--- src/rtl/program_counter.sv ---
// Architectural program-counter register for the fetch stage.
// Loads the next PC each edge unless a hazard or cache stall holds it.
module program_counter #(
    parameter int                    DATA_WIDTH   = 32,
    parameter logic [DATA_WIDTH-1:0] RESET_VECTOR = '0
) (
    input  logic                  clk,
    input  logic                  reset,
    input  logic                  PcWriteEn,
    input  logic                  InstCacheEn,
    input  logic                  DataCacheEn,
    input  logic [DATA_WIDTH-1:0] PcInput,
    output logic [DATA_WIDTH-1:0] PcOutput
);

    logic                  stall;
    logic [DATA_WIDTH-1:0] pc_d;
    logic [DATA_WIDTH-1:0] pc_q;

    // PcWriteEn is a hold request despite its name; all three stalls weigh equally.
    assign stall = PcWriteEn | InstCacheEn | DataCacheEn;

    always_comb begin
        pc_d = pc_q;
        if (!stall) begin
            pc_d = PcInput;
        end
    end

    always_ff @(posedge clk) begin
        if (reset) begin
            pc_q <= RESET_VECTOR;
        end else begin
            pc_q <= pc_d;
        end
    end

    assign PcOutput = pc_q;

endmodule

--- config.mk ---
export PLATFORM = sky130hd
export DESIGN_NAME = program_counter
export DESIGN_NICKNAME = d
export VERILOG_FILES = /design/src/rtl/program_counter.sv
export SDC_FILE = /design/constraint.sdc
export NUM_CORES = 1
export LEC_CHECK = 0
export BUFFER_PORTS_ARGS = -buffer_cell sky130_fd_sc_hd__buf_2
export CAP_MARGIN = 5
export CELL_PAD_IN_SITES_DETAIL_PLACEMENT = 2
export CELL_PAD_IN_SITES_GLOBAL_PLACEMENT = 2
export CORE_MARGIN = 4
export CORE_UTILIZATION = 28
export CTS_CLUSTER_SIZE = 20
export DETAILED_ROUTE_END_ITERATION = 10
export PLACE_DENSITY = 0.85
export SYNTH_ARGS = -nofsm -noshare
export SYNTH_HDL_FRONTEND = slang
export SYNTH_SLANG_ARGS = --single-unit
export TNS_END_PERCENT = 20
--- constraint.sdc ---
create_clock -name clk -period 2.2 [get_ports clk]
set_input_delay 0.44 -clock clk [delete_from_list [all_inputs] [get_ports clk]]
set_output_delay 0.44 -clock clk [all_outputs]
set_load 0.005 [all_outputs]
* Yosys cells after proc, flatten, opt, wreduce, memory -nomap -nowiden
Cells that the tools add are included.
** Cells by class
- Div/mod/pow operators :: 0
- $add $sub $neg :: 0
- Multiplexer cells :: 0
- Shift operators :: 0
- Reductions and logical operators :: 0
- Bitwise logic cells :: 2
- $lt $le $gt $ge :: 0
- Eq/ne operators :: 0
- Multipliers :: 0
** Operators with widths (count)
- 1-bit bitwise OR :: 2
** Storage, ports and cells
- RAM bits :: 0
- Register bits after elaboration :: 32
- Memories :: 0
- Latch bits :: 0
- ROM bits :: 0
- Output and inout port bits :: 32
- Bits of input ports :: 37

* Depth between registers and ports, before layout
Gate-level depths: netlist of run 1.
- Word-level depth :: 2
- Mapped depth :: 5
- Gate-level depth less buffers :: 2

* Worst setup path after synthesis of run 1
Ideal clock, no wire load.
- Path type :: input to register
- Start point :: input DataCacheEn
- End point :: register pc_q[24] (netlist: PcOutput[24])
- Cell stages on the path :: 4
- Path slack :: 0.843 ns
- Library setup time :: 0.070 ns
- Arrival :: 1.287 ns
- Cells stage by stage :: buf_2 > buf_2 > or4b_1 > a21oi_1
** Between the ends
- Cells in the longest elaborated chain, start to end :: 1
** RTL lines
- start, declared :: line 11 : input logic DataCacheEn,
- 1-bit bitwise OR :: line 21 : assign stall = PcWriteEn | InstCacheEn | DataCacheEn;
- end signal, assigned :: line 34 : pc_q <= pc_d;
- end, declared :: line 18 : logic [DATA_WIDTH-1:0] pc_q;
Every way passes these cells.
A chain may end at the register's enable or synchronous reset.

* Worst setup path after layout of run 1
- Start point :: input PcWriteEn
- End point :: register pc_q[17] (netlist: PcOutput[17])
** Between the ends
- Cells in the longest elaborated chain, start to end :: 2
** RTL lines
- start, declared :: line 9 : input logic PcWriteEn,
- 1-bit bitwise OR (2 in a row) :: line 21
Every way passes these cells.

==> results.md, run 1 <==
- Final core occ: between 30% and 40%
- Internal Power: a little over 0.9 mW
- Die height: 81.0 µm
- H-tree Lvls: 2
- Worst-Skew Late Latency: ~270 ps
- Syn Area/Cell: 9.87 µm²
- Fraction of registers with async set/reset: 0%
- Starting Density: a little under 30%
- Antenna violations before repair: 0
- Die ar.: approximately 6600 µm²
- Post-Syn Area: approximately 1500 µm²
- Routed len/inst: between 15 and 20 µm
- Clock transition at path regs: roughly 60 ps
- Area delta synth->final: 26.1%
- Crit path launch type: input pin
- Setup_tns: 0 ps
- Drt drc: 0
- Crit path buffers/inverters: 1
- Port bufs: 68
- YS warnings: 0
- RD Place Congestion: approximately 0.67
- Crit Path Class: input pin to flip-flop
- Via count: about 1400
- VDD IR max: roughly 0.25 mV
- Final Max Tran Viols: 0
- Post-synth EDFFs: 0
- Min Tclk post-route: 1460 ps
- CTS tree: built
- HP Class: flip-flop to flip-flop
- Synthesis-stage register bit count: 32
- Skew final: 0 ps
- Drt total wl: around 4400 µm
- First-pass detailed-route iteration total: 2
- Logic pwr share: roughly an eighth
- 1st-iter DRT viols: between 40 and 50
- Fill cells: between 600 and 700
- Share of layout cells above drive strength 1: roughly 36%
- Routed Antenna Nets: 0
- Leakage power: slightly below 0.8 nW
- Distinct cells, synth: 9
- Top cell type's share of synthesized area: a little over two fifths
- Worst-path cell with the longest stage delay: or4b_1
- Resized Gates After CTS: 0
- Top cell family by delay on the critical path: simple AND/OR/NAND/NOR gates
- Core Region: approximately 5100 µm²
- Post-synth top flop: dfxtp_1
- Endpoints failing hold: 0
- CP Max Fanout: 64
- Post-DR vias/cell: 5.20
- Slew at the pin closest to its max-slew limit: between 1000 and 1500 ps
- Crit path DAT: ~1700 ps
- Max FFs per register: 32
- CP required: about 2400 ps
- Main area contributors after synthesis: dfxtp_1 43%, or4b_1 21%, o31ai_1 16%
- Total GRT Usage: between 10 and 15%
- Sequential area share after synthesis: a little over two fifths
- Setup Buffers After CTS: 0
- CTS max path bufs: 2
- Hold_buf cts: 0
- Syn Nets: around 190
- CTS buffer count: 5
- Post-synth top cells: 32 x a21oi_1, 32 x dfxtp_1, 32 x o31ai_1, 32 x or4b_1, 9 x buf_2
- Outcome: finished, final reports clean
- Seq. cell area: ~640 µm²
- CP Capture Type: flip-flop
- Number of global-route vias before repair: about 1500
- Final setup viols: 0
- Post-synth top area cell: dfxtp_1
- Fin crit share: between 60% and 70%
- Max frequency: just under 0.7 GHz
- Max_slew headroom: a little under a third
- Die Wd: around 81 µm
- Largest net degree at the start of global routing: 65
- Detail Placement HPWL: approximately 2900 µm
- Total global routing overflow: 0
- Num rows: 26
- Area of the multi-input gates: about 720 µm²
- Sequential power share: roughly 50%
- Switching pwr: just under 0.3 mW
- Largest stage delay, worst path: 630 ps
- Clock sink count: 32
- Final #Nets: 240
- Sw frac: about 24%
- Mapped Cells: 151
- Unrepaired setup endpoints after global routing: no
- Worst path cell trace: buf_2, or4b_1, a21oi_1
- PwrDens: approximately 640 nW/µm²
- Clk pwr share: a little under two fifths
- First-pass GRT wire length: between 7000 and 8000 µm
- IO Count: 69
- Antenna fix cells: 0
- CTS Root Cell: clkbuf_8
- Max Cap Viol: 0
## power groups by stage
stage                     combinational (mW)  clock [mW]  sequential (mW)
final                                  0.142       0.453            0.609
after global routing                   0.162       0.510            0.611
after CTS                              0.145       0.482            0.609
after detailed placement               0.144           0            0.622
after global placement                 0.141           0            0.621
after floorplan                       0.0879           0            0.622
## cells in the final DEF, fill, tap and decap left out
cell type / netlist / layout
or4b_1: 32 / 32
o31ai_1: 32 / 32
clkbuf_8: 0 / 6
a21oi_1: 32 / 32
clkbuf_1: 7 / 2
buf_2: 9 / 68
dfxtp_1: 32 / 32
## worst reg2reg max path, stage by stage (launching register included)
cell	delay, ps
dfxtp_1	330
o31ai_1	70
a21oi_1	190
## logic make-up after synthesis
kind of cell    share of synthesized area, %
compound gates                          26.9
simple gates                            21.5
flops                                   43.0
buf+inv                                 8.65
## per-stage QoR
stage	cell area, µm²	power, mW	hold WS (ps)	setup slack, ps	cells
detailed placement	1790	0.766	464	449	266
global placement	1790	0.762	456	495	266
global route	1880	1.28	492	632	274
floorplan	1490	0.710	458	843	151
CTS	1880	1.24	474	753	274
finish	1880	1.20	471	739	274
## worst paths after layout
path / startpoint / end / slack (ps) / cells after the start
setup reg to reg: PcOutput[17] / PcOutput[17] / 1530 / 2
hold reg to reg: PcOutput[0] / PcOutput[0] / 470 / 2
setup / recovery: PcWriteEn / PcOutput[17] / 740 / 3
hold / removal: PcOutput[0] / PcOutput[0] / 470 / 2
## routing by layer
metal / share of wire (%) / GRT usage (%) / vias up / wire, µm
met5: 0 / 0 / - / 0
met4: 0.66 / 3.55 / 0 / 29
met3: 8.0 / 4.88 / 4 / 352
met2: 46 / 22.6 / 48 / 2030
met1: 45 / 18.6 / 664 / 1990
li1: - / - / 709 / -
## layout make-up
| class | count | area share, % |
|---|---|---|
| clock buffers | 8 | 4.79 |
| multi-input cells | 96 | 38.3 |
| repair buffers | 68 | 18.1 |
| flip-flops and latches | 32 | 34.1 |
| well taps | 70 | 4.66 |
Power figures use the tool's default switching activity.
==> inputs of run 2 (changes only) <==
--- a/config.mk
+++ b/config.mk
@@ -10,10 +10,10 @@
 export CELL_PAD_IN_SITES_DETAIL_PLACEMENT = 2
 export CELL_PAD_IN_SITES_GLOBAL_PLACEMENT = 2
 export CORE_MARGIN = 4
-export CORE_UTILIZATION = 28
+export CORE_UTILIZATION = 24
 export CTS_CLUSTER_SIZE = 20
 export DETAILED_ROUTE_END_ITERATION = 10
-export PLACE_DENSITY = 0.85
+export PLACE_DENSITY = 0.78
 export SYNTH_ARGS = -nofsm -noshare
 export SYNTH_HDL_FRONTEND = slang
 export SYNTH_SLANG_ARGS = --single-unit
==> constraint.sdc (replaced) <==
create_clock -name clk -period 1.2 [get_ports clk]
set_input_delay 0.24 -clock clk [delete_from_list [all_inputs] [get_ports clk]]
set_output_delay 0.24 -clock clk [all_outputs]
set_load 0.005 [all_outputs]
==> run 2 against run 1 <==
Cell count increased by 6.2%; non-clock buffer count increased by 13; die area increased by 15%; register-to-register slack got worse by 970 ps; sequential power increased by 84%; hold slack got worse by 160 ps; critical path type unchanged; via count increased by 4.4%; utilization decreased by 2.0 points.
==> results.md, run 2 (synthesized netlist as in run 1, its figures left out) <==
- Outcome: finished, final reports clean
- Clock transition at path regs: around 70 ps
- CTS tree: built
- Max_slew headroom: 82.5%
- CTS max path bufs: 2
- Worst path cell trace: buf_2, buf_12, or4b_1, a21oi_1
- Die ar.: roughly 7500 µm²
- Largest stage delay, worst path: ~520 ps
- Unrepaired setup endpoints after global routing: no
- Worst-Skew Late Latency: 260 ps
- Fin crit share: 87.1%
- Total global routing overflow: 0
- Post-DR vias/cell: around 5.1
- Drt drc: 0
- R2r worst-path depth: 2
- Crit path buffers/inverters: 2
- Top cell family by delay on the critical path: simple AND/OR/NAND/NOR gates
- Largest net degree at the start of global routing: 38
- Die height: a little under 90 µm
- Critical path depth in cells: 4
- Routed len/inst: 16.4 µm
- Final #Nets: 253
- Max Cap Viol: 0
- Die Wd: between 80 and 90 µm
- CP Capture Type: flip-flop
- VDD IR max: around 0.37 mV
- Clock sink count: 32
- Slew at the pin closest to its max-slew limit: between 200 and 300 ps
- Worst-path cell with the longest stage delay: or4b_1
- Min Tclk post-route: between 1000 and 1500 ps
- Antenna fix cells: 0
- Crit path launch type: input pin
- Commonest non-fill, non-tap cell in the layout: buf_2
- HP Class: input pin to flip-flop
- Share of layout cells above drive strength 1: approximately two fifths
- Skew final: 0 ps
- Endpoints failing hold: 0
- Max FFs per register: 32
- First-pass GRT wire length: approximately 7600 µm
- H-tree Lvls: 2
- CTS Root Cell: clkbuf_8
- Crit Path Class: input pin to flip-flop
- Crit path DAT: roughly 1200 ps
- Hold_buf cts: 0
- Via count: around 1500
- Starting Density: roughly a quarter
- Resized Gates After CTS: 0
- First-pass detailed-route iteration total: 4
- Drt total wl: between 4000 and 5000 µm
- Max frequency: approximately 0.96 GHz
- Routed Antenna Nets: 0
- Final core occ: 34.6%
- Port bufs: between 60 and 70
- IO Count: a little under 70
- CP Max Fanout: 37
- 1st-iter DRT viols: 25
- Final setup viols: 0
- Num rows: 28
- CP required: roughly 1400 ps
- Setup Buffers After CTS: 0
- Detail Placement HPWL: 3460 µm
- WHS Path Cells: 3
- RD Place Congestion: ~0.7
- Placed inst area: just under 2000 µm²
- Final instance area: roughly 2100 µm²
- PwrDens: 1070 nW/µm²
- Number of global-route vias before repair: 1567
- Final Max Tran Viols: 0
- CTS buffer count: 5
- Core Region: between 5000 and 6000 µm²
- Leakage power: slightly below 0.9 nW
- Antenna violations before repair: 0
- Commonest non-fill, non-tap cells in the layout: 68 x buf_2, 32 x dfxtp_1, 32 x or4b_1, 32 x o31ai_1, 32 x a21oi_1
- Area delta synth->final: 38.1%
- Total GRT Usage: about an eighth
run 2: changes by cell type in the layout (fill, tap and decap cells not counted), sizes merged:
cell    before  now
clkbuf       8    6
buf         68   81
clkinv       0    1
run 2: power breakdown:
group	total, mW	internal, mW	leakage, nW	switching (mW)
Clock	0.759	0.394	0.0410	0.365
Sequential	1.12	1.10	0.260	0.0177
Combinational	0.337	0.166	0.566	0.171
run 2: path summary, 6_finish.rpt:
kind           startpoint            to  slack (ps)
max reg2reg  PcOutput[25]  PcOutput[25]         560
min            PcInput[5]   PcOutput[5]         310
min reg2reg  PcOutput[31]  PcOutput[31]         470
max             PcWriteEn  PcOutput[17]         160
run 2: area by class of cell:
cell class / count / area [µm²]
clock buffers: 6 / 72.6
repair buffers: 81 / 526
fillers: 697 / 3900
well taps: 75 / 93.8
flip-flops and latches: 32 / 641
clock inverters: 1 / 5.00
multi-input cells: 96 / 721
run 2: worst register-to-register path: stages, from the launching register on:
cell and delay [ps]:
dfxtp_1 340, o31ai_1 80, a21oi_1 160
run 2: per-stage QoR:
stage	worst slack (ps)	cells	hold WS (ps)	power, mW	TNS [ps]
after detailed placement	-116	284	466	1.48	-2310
after floorplan	42.5	151	309	1.30	0
after global routing	134	291	307	2.33	0
final	155	291	307	2.21	0
after CTS	168	291	291	2.27	0
after global placement	-68.3	284	452	1.47	-1310
run 2: routing by layer:
layer / up-vias / wire, µm / global-route usage (%)
met5: - / 0 / 0
li1: 731 / - / -
met1: 714 / 2130 / 15.4
met4: 0 / 24 / 3.82
met3: 2 / 249 / 2.38
met2: 40 / 2370 / 21.8
